--- src/rtl/addsub_ctrl.sv ---
// addsub_ctrl: command FIFO plus sequencer for an external add/subtract datapath.
// Commands are queued, issued one at a time to the datapath, and the result is
// captured after a fixed latency and held until the consumer accepts it.
// Optional result checker: define ADDSUB_CTRL_CHECK_EN to enable the sticky oERR flag.

module addsub_ctrl #(
    parameter int unsigned FIFO_DEPTH = 4,
    parameter int unsigned LATENCY    = 1
) (
    input  logic       iCLK,
    input  logic       iRST,
    input  logic       iCMD_VALID,
    output logic       oCMD_READY,
    input  logic       iCMD_OPCODE,
    input  logic [7:0] iCMD_A,
    input  logic [7:0] iCMD_B,
    output logic       oOPCODE,
    output logic [7:0] oDATAIN1,
    output logic [7:0] oDATAIN2,
    input  logic [7:0] iDATAOUT,
    output logic       oRSP_VALID,
    input  logic       iRSP_READY,
    output logic [7:0] oRSP_DATA,
    output logic       oERR
);

    localparam int unsigned PtrW = (FIFO_DEPTH > 1) ? $clog2(FIFO_DEPTH) : 1;
    localparam int unsigned CntW = PtrW + 1;
    localparam int unsigned EntW = 17;

    typedef enum logic [1:0] {
        StIdle,
        StWait,
        StResp
    } state_e;

    // ------------------------------------------------------------------
    // Command FIFO
    // ------------------------------------------------------------------
    logic [EntW-1:0] mem_q [FIFO_DEPTH];
    logic [PtrW-1:0] wr_ptr_q, wr_ptr_d;
    logic [PtrW-1:0] rd_ptr_q, rd_ptr_d;
    logic [CntW-1:0] count_q, count_d;
    logic            full;
    logic            push;
    logic            pop;
    logic [EntW-1:0] head;
    logic            head_op;
    logic [7:0]      head_a;
    logic [7:0]      head_b;

    // ------------------------------------------------------------------
    // Sequencer and output registers
    // ------------------------------------------------------------------
    state_e     state_q, state_d;
    logic [2:0] cnt_q, cnt_d;
    logic       load;
    logic       capture;
    logic       rsp_done;
    logic       op_q, op_d;
    logic [7:0] a_q, a_d;
    logic [7:0] b_q, b_d;
    logic       rsp_valid_q, rsp_valid_d;
    logic [7:0] rsp_data_q, rsp_data_d;

    // Ready depends only on the registered occupancy, so a pop in the same
    // cycle never opens a slot early; reset also holds it low.
    assign full       = (count_q == CntW'(FIFO_DEPTH));
    assign oCMD_READY = ~full & ~iRST;
    assign push       = iCMD_VALID & oCMD_READY;
    assign pop        = load;

    assign head    = mem_q[rd_ptr_q];
    assign head_op = head[16];
    assign head_a  = head[15:8];
    assign head_b  = head[7:0];

    // FIFO storage write; contents need no reset since occupancy gates every read
    always_ff @(posedge iCLK) begin
        if (push) begin
            mem_q[wr_ptr_q] <= {iCMD_OPCODE, iCMD_A, iCMD_B};
        end
    end

    // FIFO pointer and occupancy next-state; pointers wrap naturally at a power-of-two depth
    always_comb begin
        wr_ptr_d = wr_ptr_q;
        rd_ptr_d = rd_ptr_q;
        count_d  = count_q;
        if (push) begin
            wr_ptr_d = wr_ptr_q + PtrW'(1);
        end
        if (pop) begin
            rd_ptr_d = rd_ptr_q + PtrW'(1);
        end
        case ({push, pop})
            2'b10:   count_d = count_q + CntW'(1);
            2'b01:   count_d = count_q - CntW'(1);
            default: count_d = count_q;
        endcase
    end

    // FIFO state register
    always_ff @(posedge iCLK) begin
        if (iRST) begin
            wr_ptr_q <= '0;
            rd_ptr_q <= '0;
            count_q  <= '0;
        end else begin
            wr_ptr_q <= wr_ptr_d;
            rd_ptr_q <= rd_ptr_d;
            count_q  <= count_d;
        end
    end

    // Sequencer next-state: issue head, count down the datapath latency, hold the response
    always_comb begin
        state_d  = state_q;
        cnt_d    = cnt_q;
        load     = 1'b0;
        capture  = 1'b0;
        rsp_done = 1'b0;
        unique case (state_q)
            StIdle: begin
                // Only registered occupancy is looked at, so a fresh push waits one cycle
                if (count_q != '0) begin
                    load    = 1'b1;
                    cnt_d   = 3'(LATENCY);
                    state_d = StWait;
                end
            end
            StWait: begin
                if (cnt_q == '0) begin
                    capture = 1'b1;
                    state_d = StResp;
                end else begin
                    cnt_d = cnt_q - 3'd1;
                end
            end
            StResp: begin
                if (iRSP_READY) begin
                    rsp_done = 1'b1;
                    state_d  = StIdle;
                end
            end
            default: begin
                state_d = StIdle;
            end
        endcase
    end

    // Operand and response register next-state
    always_comb begin
        op_d        = op_q;
        a_d         = a_q;
        b_d         = b_q;
        rsp_valid_d = rsp_valid_q;
        rsp_data_d  = rsp_data_q;
        if (load) begin
            op_d = head_op;
            a_d  = head_a;
            b_d  = head_b;
        end
        if (capture) begin
            rsp_data_d  = iDATAOUT;
            rsp_valid_d = 1'b1;
        end else if (rsp_done) begin
            rsp_valid_d = 1'b0;
        end
    end

    // Sequencer, operand and response state registers
    always_ff @(posedge iCLK) begin
        if (iRST) begin
            state_q     <= StIdle;
            cnt_q       <= '0;
            op_q        <= 1'b0;
            a_q         <= '0;
            b_q         <= '0;
            rsp_valid_q <= 1'b0;
            rsp_data_q  <= '0;
        end else begin
            state_q     <= state_d;
            cnt_q       <= cnt_d;
            op_q        <= op_d;
            a_q         <= a_d;
            b_q         <= b_d;
            rsp_valid_q <= rsp_valid_d;
            rsp_data_q  <= rsp_data_d;
        end
    end

    assign oOPCODE    = op_q;
    assign oDATAIN1   = a_q;
    assign oDATAIN2   = b_q;
    assign oRSP_VALID = rsp_valid_q;
    assign oRSP_DATA  = rsp_data_q;

    // ------------------------------------------------------------------
    // Optional result checker
    // ------------------------------------------------------------------
`ifdef ADDSUB_CTRL_CHECK_EN
    logic [7:0] exp_q, exp_d;
    logic       err_q, err_d;

    // Expected result is latched at issue and compared at capture; mismatch is sticky
    always_comb begin
        exp_d = exp_q;
        err_d = err_q;
        if (load) begin
            exp_d = head_op ? (head_a - head_b) : (head_a + head_b);
        end
        if (capture && (iDATAOUT != exp_q)) begin
            err_d = 1'b1;
        end
    end

    // Checker state register
    always_ff @(posedge iCLK) begin
        if (iRST) begin
            exp_q <= '0;
            err_q <= 1'b0;
        end else begin
            exp_q <= exp_d;
            err_q <= err_d;
        end
    end

    assign oERR = err_q;
`else
    assign oERR = 1'b0;
`endif

endmodule

--- config.mk ---
export PLATFORM = sky130hd
export DESIGN_NAME = addsub_ctrl
export DESIGN_NICKNAME = d
export VERILOG_FILES = /design/src/rtl/addsub_ctrl.sv
export SDC_FILE = /design/constraint.sdc
export NUM_CORES = 1
export LEC_CHECK = 0
export ABC_AREA = 0
export BUFFER_PORTS_ARGS = -buffer_cell sky130_fd_sc_hd__buf_2
export CAP_MARGIN = 20
export CORE_UTILIZATION = 50
export DETAILED_ROUTE_END_ITERATION = 12
export HOLD_SLACK_MARGIN = 0.02
export PLACE_DENSITY = 0.71
export SYNTH_ARGS = -nofsm -noshare
export SYNTH_HDL_FRONTEND = slang
export SYNTH_SLANG_ARGS = --single-unit
--- constraint.sdc ---
create_clock -name iCLK -period 2.75 [get_ports iCLK]
set_clock_uncertainty 0.15 [all_clocks]
set_input_delay 0.55 -clock iCLK [delete_from_list [all_inputs] [get_ports iCLK]]
set_output_delay 0.55 -clock iCLK [all_outputs]
set_load 0.01 [all_outputs]
==> results.yml, run 1 <==
status:
  status: "finished clean"
setup_path:
  cpMaxStageDelayCell: "dfxtp_1"
  cp.required_ps: 2890
  critPathBufInv: 2
  crit_path_start_kind: "register"
  crit_arrival_ps: 2540
  crit_fanout: 7
  path_cells: "nor3b_1, nor3b_2, inv_1, ha_1, inv_1, fa_1, xor2_1, or3_1, a21oi_1"
  cp-end-kind: "register"
  cpMostUsedCell: "inv_1"
  max_stage_delay_ps: 410
  critPathKind: "register to register"
  cp_top_family: "simple AND/OR/NAND/NOR gates"
global_routing:
  grtUsageMet1_pct: 22.62
  antenna_found_initial: 0
  grt_use_met3_pct: 3.234
  grt_pass1_wl_um: 10640
  met2_usage_pct: 27.67
  grt_usage_pct: 17.03
  grt.overflow.total: 0
  busiest_layer: "met2"
  first_global_vias: 2138
  grt_max_degree: 25
timing:
  period_needed_ps: 2402
  layout_setup_ws_ps: 347.5
  grt_setup_unrepaired: "no"
  setup_viol: 0
  drv_slew: 0
  fmax_mhz: 416.2
  setup_tns_ps: 0
  tightest_slew_ps: 595.3
  hold_violations: 0
  slew_headroom_pct: 60.22
  min_period_over_period_pct: 87.36
logic_synthesis:
  muxShareOfSynthArea_pct: 9.988
  synthTopCellsByArea: "edfxtp_1, dfxtp_1, mux4_2, a22o_1, ha_1"
  syn_area_um2: 4046
  synthAdderAreaFrac_pct: 2.659
  synth-simple-area-share_pct: 7.050
  synthCells: 251
  synth_top_family_by_area: "multiplexers"
  synth_most_common_cell: "edfxtp_1"
  synth-xor-area-share_pct: 0.4329
  synth-seq-cells: 106
  syn_avg_cell_area_um2: 16.12
  synthArstFlopShare_pct: 0
  yosysTopAreaCell: "edfxtp_1"
  synth-compound-area-share_pct: 7.545
  yosysTopAreaCellShare_pct: 50.46
  synth_edf_count: 68
  synthDistinctLibCells: 39
  ys_seq_area_share_pct: 69.26
  syn-num-nets: 288
  synth_common_cells: "edfxtp_1, dfxtp_1, a22o_1, mux4_2, nand2_1"
  ys_warn_count: 0
  synth_flop_cell: "edfxtp_1"
cells_and_area:
  n_antenna_cell: 0
  fin_nets: 350
  drive_gt1_share_pct: 33.02
  syn_to_final_growth_pct: 14.32
  fillers: 614
placement:
  pre_cts_ws_ps: 362.0
  place_congestion: 0.8312
  numPortBuffers: 55
  place_hpwl_um: 4221
run:
  drv_cap: 0
route:
  via_count: 2209
  routed_wl_um: 6676
  ant_nets: 0
  drc: 0
  drt_first_pass_iters: 4
  drt-vias-per-instance: 5.260
  wl_per_cell_um: 15.90
  drtIter0Drc: 106
clocking:
  cts_inserted_buffers: 9
  cts-root-buf: "clkbuf_8"
  cts_resized: 0
  cts-htree-levels: 3
  clock_latency_ps: 360
  cts_hold_buf: 0
  cts_tree: "built"
  clk_transition_reported_paths_ps: 110
  cts_sinks: 106
  clockBufferDepth: 2
  post_cts_buffers: 0
hold_path:
  hp-class: "primary input to register"
die:
  die_x_um: 91.96
  start_util_pct: 52.09
  die_area_um2: 8457
  core_um2: 7767
  die-height_um: 91.96
  io-pin-count: 57
  row_count: 32
power:
  peakVddDrop_mv: 0.6551
  p_leak_nw: 1.690
  powerDensity_nw_per_um2: 929.7
-- layer usage --
| metal | share of wire [%] | routed length [µm] |
|---|---|---|
| met1 | 46 | 3084 |
| met2 | 49 | 3244 |
| met3 | 3.9 | 263 |
| met4 | 1.2 | 83 |
| met5 | 0 | 0 |
-- power breakdown --
group / internal [mW] / total, mW / switching, mW
sequential: 1.95 / 2.09 / 0.137
combinational: 0.611 / 1.29 / 0.682
clock: 0.374 / 0.920 / 0.546
-- cell families (layout without fill, tap and decap cells) --
kind of cell / after synthesis / count (layout)
other: 1 / 1
xor gates and xnor gates: 2 / 2
buffers and inverters: 23 / 90
adders and majority gates: 8 / 8
muxes: 19 / 19
AOI/OAI and AO/OA: 41 / 41
and+or+nand+nor: 51 / 51
DFF: 106 / 106
-- final cells by class --
cell class / count / area, µm² / share of cell area [%]
well taps: 102 / 127.6 / 2.759
clock buffers: 10 / 137.6 / 2.975
flip-flops and latches: 106 / 2803 / 60.59
multi-input cells: 122 / 1124 / 24.29
repair buffers: 64 / 342.8 / 7.411
clock inverters: 6 / 53.80 / 1.163
inverters: 10 / 37.54 / 0.8115
-- stage by stage --
step                hold slack, ps  utilization (%)  std cells  power [mW]  cell area (µm²)
global placement             289.4            57.09        404       3.405             4434
floorplan                    303.0                -        251       3.085             4046
CTS                          225.3            59.55        420       4.349             4626
detailed placement           295.9            57.09        404       3.437             4434
finish                       241.4            59.55        420       4.301             4626
global route                 220.0            59.55        420       4.553             4626
-- flip-flops by register name, summed over array words and instances (netlist names) --
name / count
state_q: 2
wr_ptr_q: 2
oDATAIN2: 8
oDATAIN1: 8
cnt_q: 3
rd_ptr_q: 2
oRSP_VALID: 1
oRSP_DATA: 8
count_q: 3
mem_q: 68
oOPCODE: 1
-- layout by cell type, fill, tap and decap left out, types with 2 or more instances in the layout --
cell | synthesis | final
inv_1 | 10 | 10
clkbuf_8 | 0 | 10
and2_1 | 4 | 4
mux4_2 | 17 | 17
buf_4 | 2 | 9
dfxtp_1 | 38 | 38
inv_6 | 0 | 2
nand3b_1 | 2 | 2
o21ai_0 | 2 | 2
edfxtp_1 | 68 | 68
nand2_1 | 17 | 17
or3_1 | 4 | 4
ha_1 | 7 | 7
o221ai_1 | 2 | 2
nor2_1 | 13 | 13
xor2_1 | 2 | 2
a22o_1 | 17 | 17
buf_2 | 3 | 55
nor3b_1 | 2 | 2
a21oi_1 | 14 | 14
inv_8 | 0 | 2
-- path summary, 6_finish.rpt --
| kind | endpoint | start | slack, ps | cells past startpoint |
|---|---|---|---|---|
| worst min-delay path | mem_q[0][3] | iCMD_B[3] | 240 | 1 |
| worst max register to register | count_q[2] | count_q[2] | 350 | 9 |
| worst max-delay path | count_q[2] | count_q[2] | 350 | 9 |
| worst min register to register | oRSP_DATA[7] | oRSP_DATA[7] | 310 | 2 |
-- worst reg2reg max path, delay by kind of cell, from the launching register on --
family | cells | cell delay, ps
xor gates and xnor gates | 1 | 160
adders and majority gates | 2 | 550
AOI/OAI and AO/OA | 1 | 140
buffers and inverters | 2 | 140
DFF | 1 | 410
and+or+nand+nor | 3 | 790
Note: power is estimated with default switching activity, not from simulation.
==> run 2, diff against run 1 <==
BUFFER_PORTS_ARGS = not set   (was -buffer_cell sky130_fd_sc_hd__buf_2)
DONT_BUFFER_PORTS = 1   (was not set)
PLACE_DENSITY = not set   (was 0.71)
==> run 2 against run 1 <==
Net effect: clock-buffer cell count is the same; critical endpoint unchanged; cell area down 6.0%; sequential share of layout area increased by 3.9 points; hold slack got worse by 130 ps; die area stayed put; sequential power rose by 5%; critical path depth unchanged.
==> results.yml, run 2 (synthesized netlist as in run 1, its figures left out) <==
die:
  die_area_um2: 8457
  row_count: 32
  die-height_um: 91.96
  die_x_um: 91.96
  core_um2: 7767
  start_util_pct: 52.09
  io-pin-count: 57
route:
  routed_wl_um: 6585
  drtIter0Drc: 126
  drc: 0
  wl_per_cell_um: 18.09
  drt_first_pass_iters: 4
  via_count: 2011
  ant_nets: 0
  drt-vias-per-instance: 5.525
clocking:
  clock_latency_ps: 360
  cts_resized: 0
  cts_inserted_buffers: 9
  cts_hold_buf: 0
  cts_sinks: 106
  post_cts_buffers: 0
  cts-htree-levels: 3
  cts_tree: "built"
  clockBufferDepth: 2
  cts-root-buf: "clkbuf_8"
  clk_transition_reported_paths_ps: 90
global_routing:
  antenna_found_initial: 0
  grt_max_degree: 26
  grt_usage_pct: 17.20
  first_global_vias: 2072
  grt_pass1_wl_um: 10760
  grt.overflow.total: 0
timing:
  slew_headroom_pct: 61.50
  tightest_slew_ps: 576.8
  setup_tns_ps: 0
  drv_slew: 0
  setup_viol: 0
  min_period_over_period_pct: 86.17
  fmax_mhz: 422.0
  period_needed_ps: 2370
  grt_setup_unrepaired: "no"
  hold_violations: 0
setup_path:
  crit_path_start_kind: "register"
  cp-end-kind: "register"
  critPathKind: "register to register"
  crit_fanout: 7
  crit_arrival_ps: 2510
  max_stage_delay_ps: 400
  cpMostUsedCell: "inv_1"
  startpoint: "count_q[2]"
  cp.required_ps: 2890
  rr_worst_depth: 9
  crit_end: "count_q[2]"
  cpMaxStageDelayCell: "dfxtp_1"
  r2r_end: "count_q[2]"
  rrSetupSlack_ps: 380
  path_cells: "nor3b_1, nor3b_2, inv_1, ha_1, inv_1, fa_1, xor2_1, or3_1, a21oi_1"
  r2r_start: "count_q[2]"
power:
  peakVddDrop_mv: 0.5140
  total_power_mw: 4.149
  powerDensity_nw_per_um2: 954.0
  p_leak_nw: 1.425
run:
  drv_cap: 0
placement:
  numPortBuffers: 0
  place_hpwl_um: 4174
  place_congestion: 0.6904
cells_and_area:
  layout_commonest_cell: "edfxtp_1"
  seqCellArea_um2: 2803
  mostFrequentLayoutCells: "edfxtp_1, dfxtp_1, nand2_1, mux4_2, a22o_1"
  drive_gt1_share_pct: 18.70
  n_antenna_cell: 0
  top_register: "mem_q"
  largest_reg_flops: 68
  fillers: 620
  fin_nets: 294
  syn_to_final_growth_pct: 7.483
  multi_input_area_um2: 1124
hold_path:
  hp-class: "primary input to register"
status:
  status: "finished clean"
run 2: metal layers:
metal,track usage [%],vias up,share of wire [%]
met5,0,-,0
met2,26.49,45,48
met1,22.85,997,45
met3,4.892,7,5.1
met4,7.422,0,1.6
li1,-,962,-
run 2: final cells by class:
| class | instances | share of cell area (%) |
|---|---|---|
| clock inverters | 6 | 1.093 |
| flip-flops and latches | 106 | 64.44 |
| inverters | 10 | 0.8631 |
| well taps | 102 | 2.934 |
| clock buffers | 10 | 3.165 |
| multi-input cells | 122 | 25.83 |
| repair buffers | 8 | 1.669 |
run 2: worst max-delay path, delay by kind of cell (launching register included):
kind                     cells  cell delay (ps)
XOR/XNOR                     1              160
AO/OA/AOI/OAI                1              130
AND/OR/NAND/NOR              3              790
adder cells (fa/ha/maj)      2              540
flip-flops                   1              400
buffers and inverters        2              140
run 2: how the worst min path moves through the flow:
stage	start	to	slack, ps	cells after the start
floorplan	cnt_q[1]	cnt_q[1]	300	2
global placement	cnt_q[1]	cnt_q[1]	320	2
detailed placement	cnt_q[1]	cnt_q[1]	320	2
CTS	iRST	oRSP_DATA[2]	80	1
global route	iRST	oRSP_DATA[0]	80	1
finish	iRST	count_q[2]	110	1
run 2: power breakdown:
part / switching [mW] / leakage [nW] / internal [mW]
clock: 0.525 / 0.0868 / 0.362
sequential: 0.249 / 0.928 / 1.95
combinational: 0.532 / 0.410 / 0.530
run 2: through the flow:
step	cells	setup WS, ps	hold WS, ps	instance area [µm²]	utilization (%)
global placement	348	432.5	323.0	4164	53.61
global route	364	192.0	83.45	4349	55.99
CTS	364	355.5	83.06	4349	55.99
finish	364	380.2	108.1	4349	55.99
detailed placement	348	381.5	322.7	4164	53.61
floorplan	251	484.8	303.0	4046	-
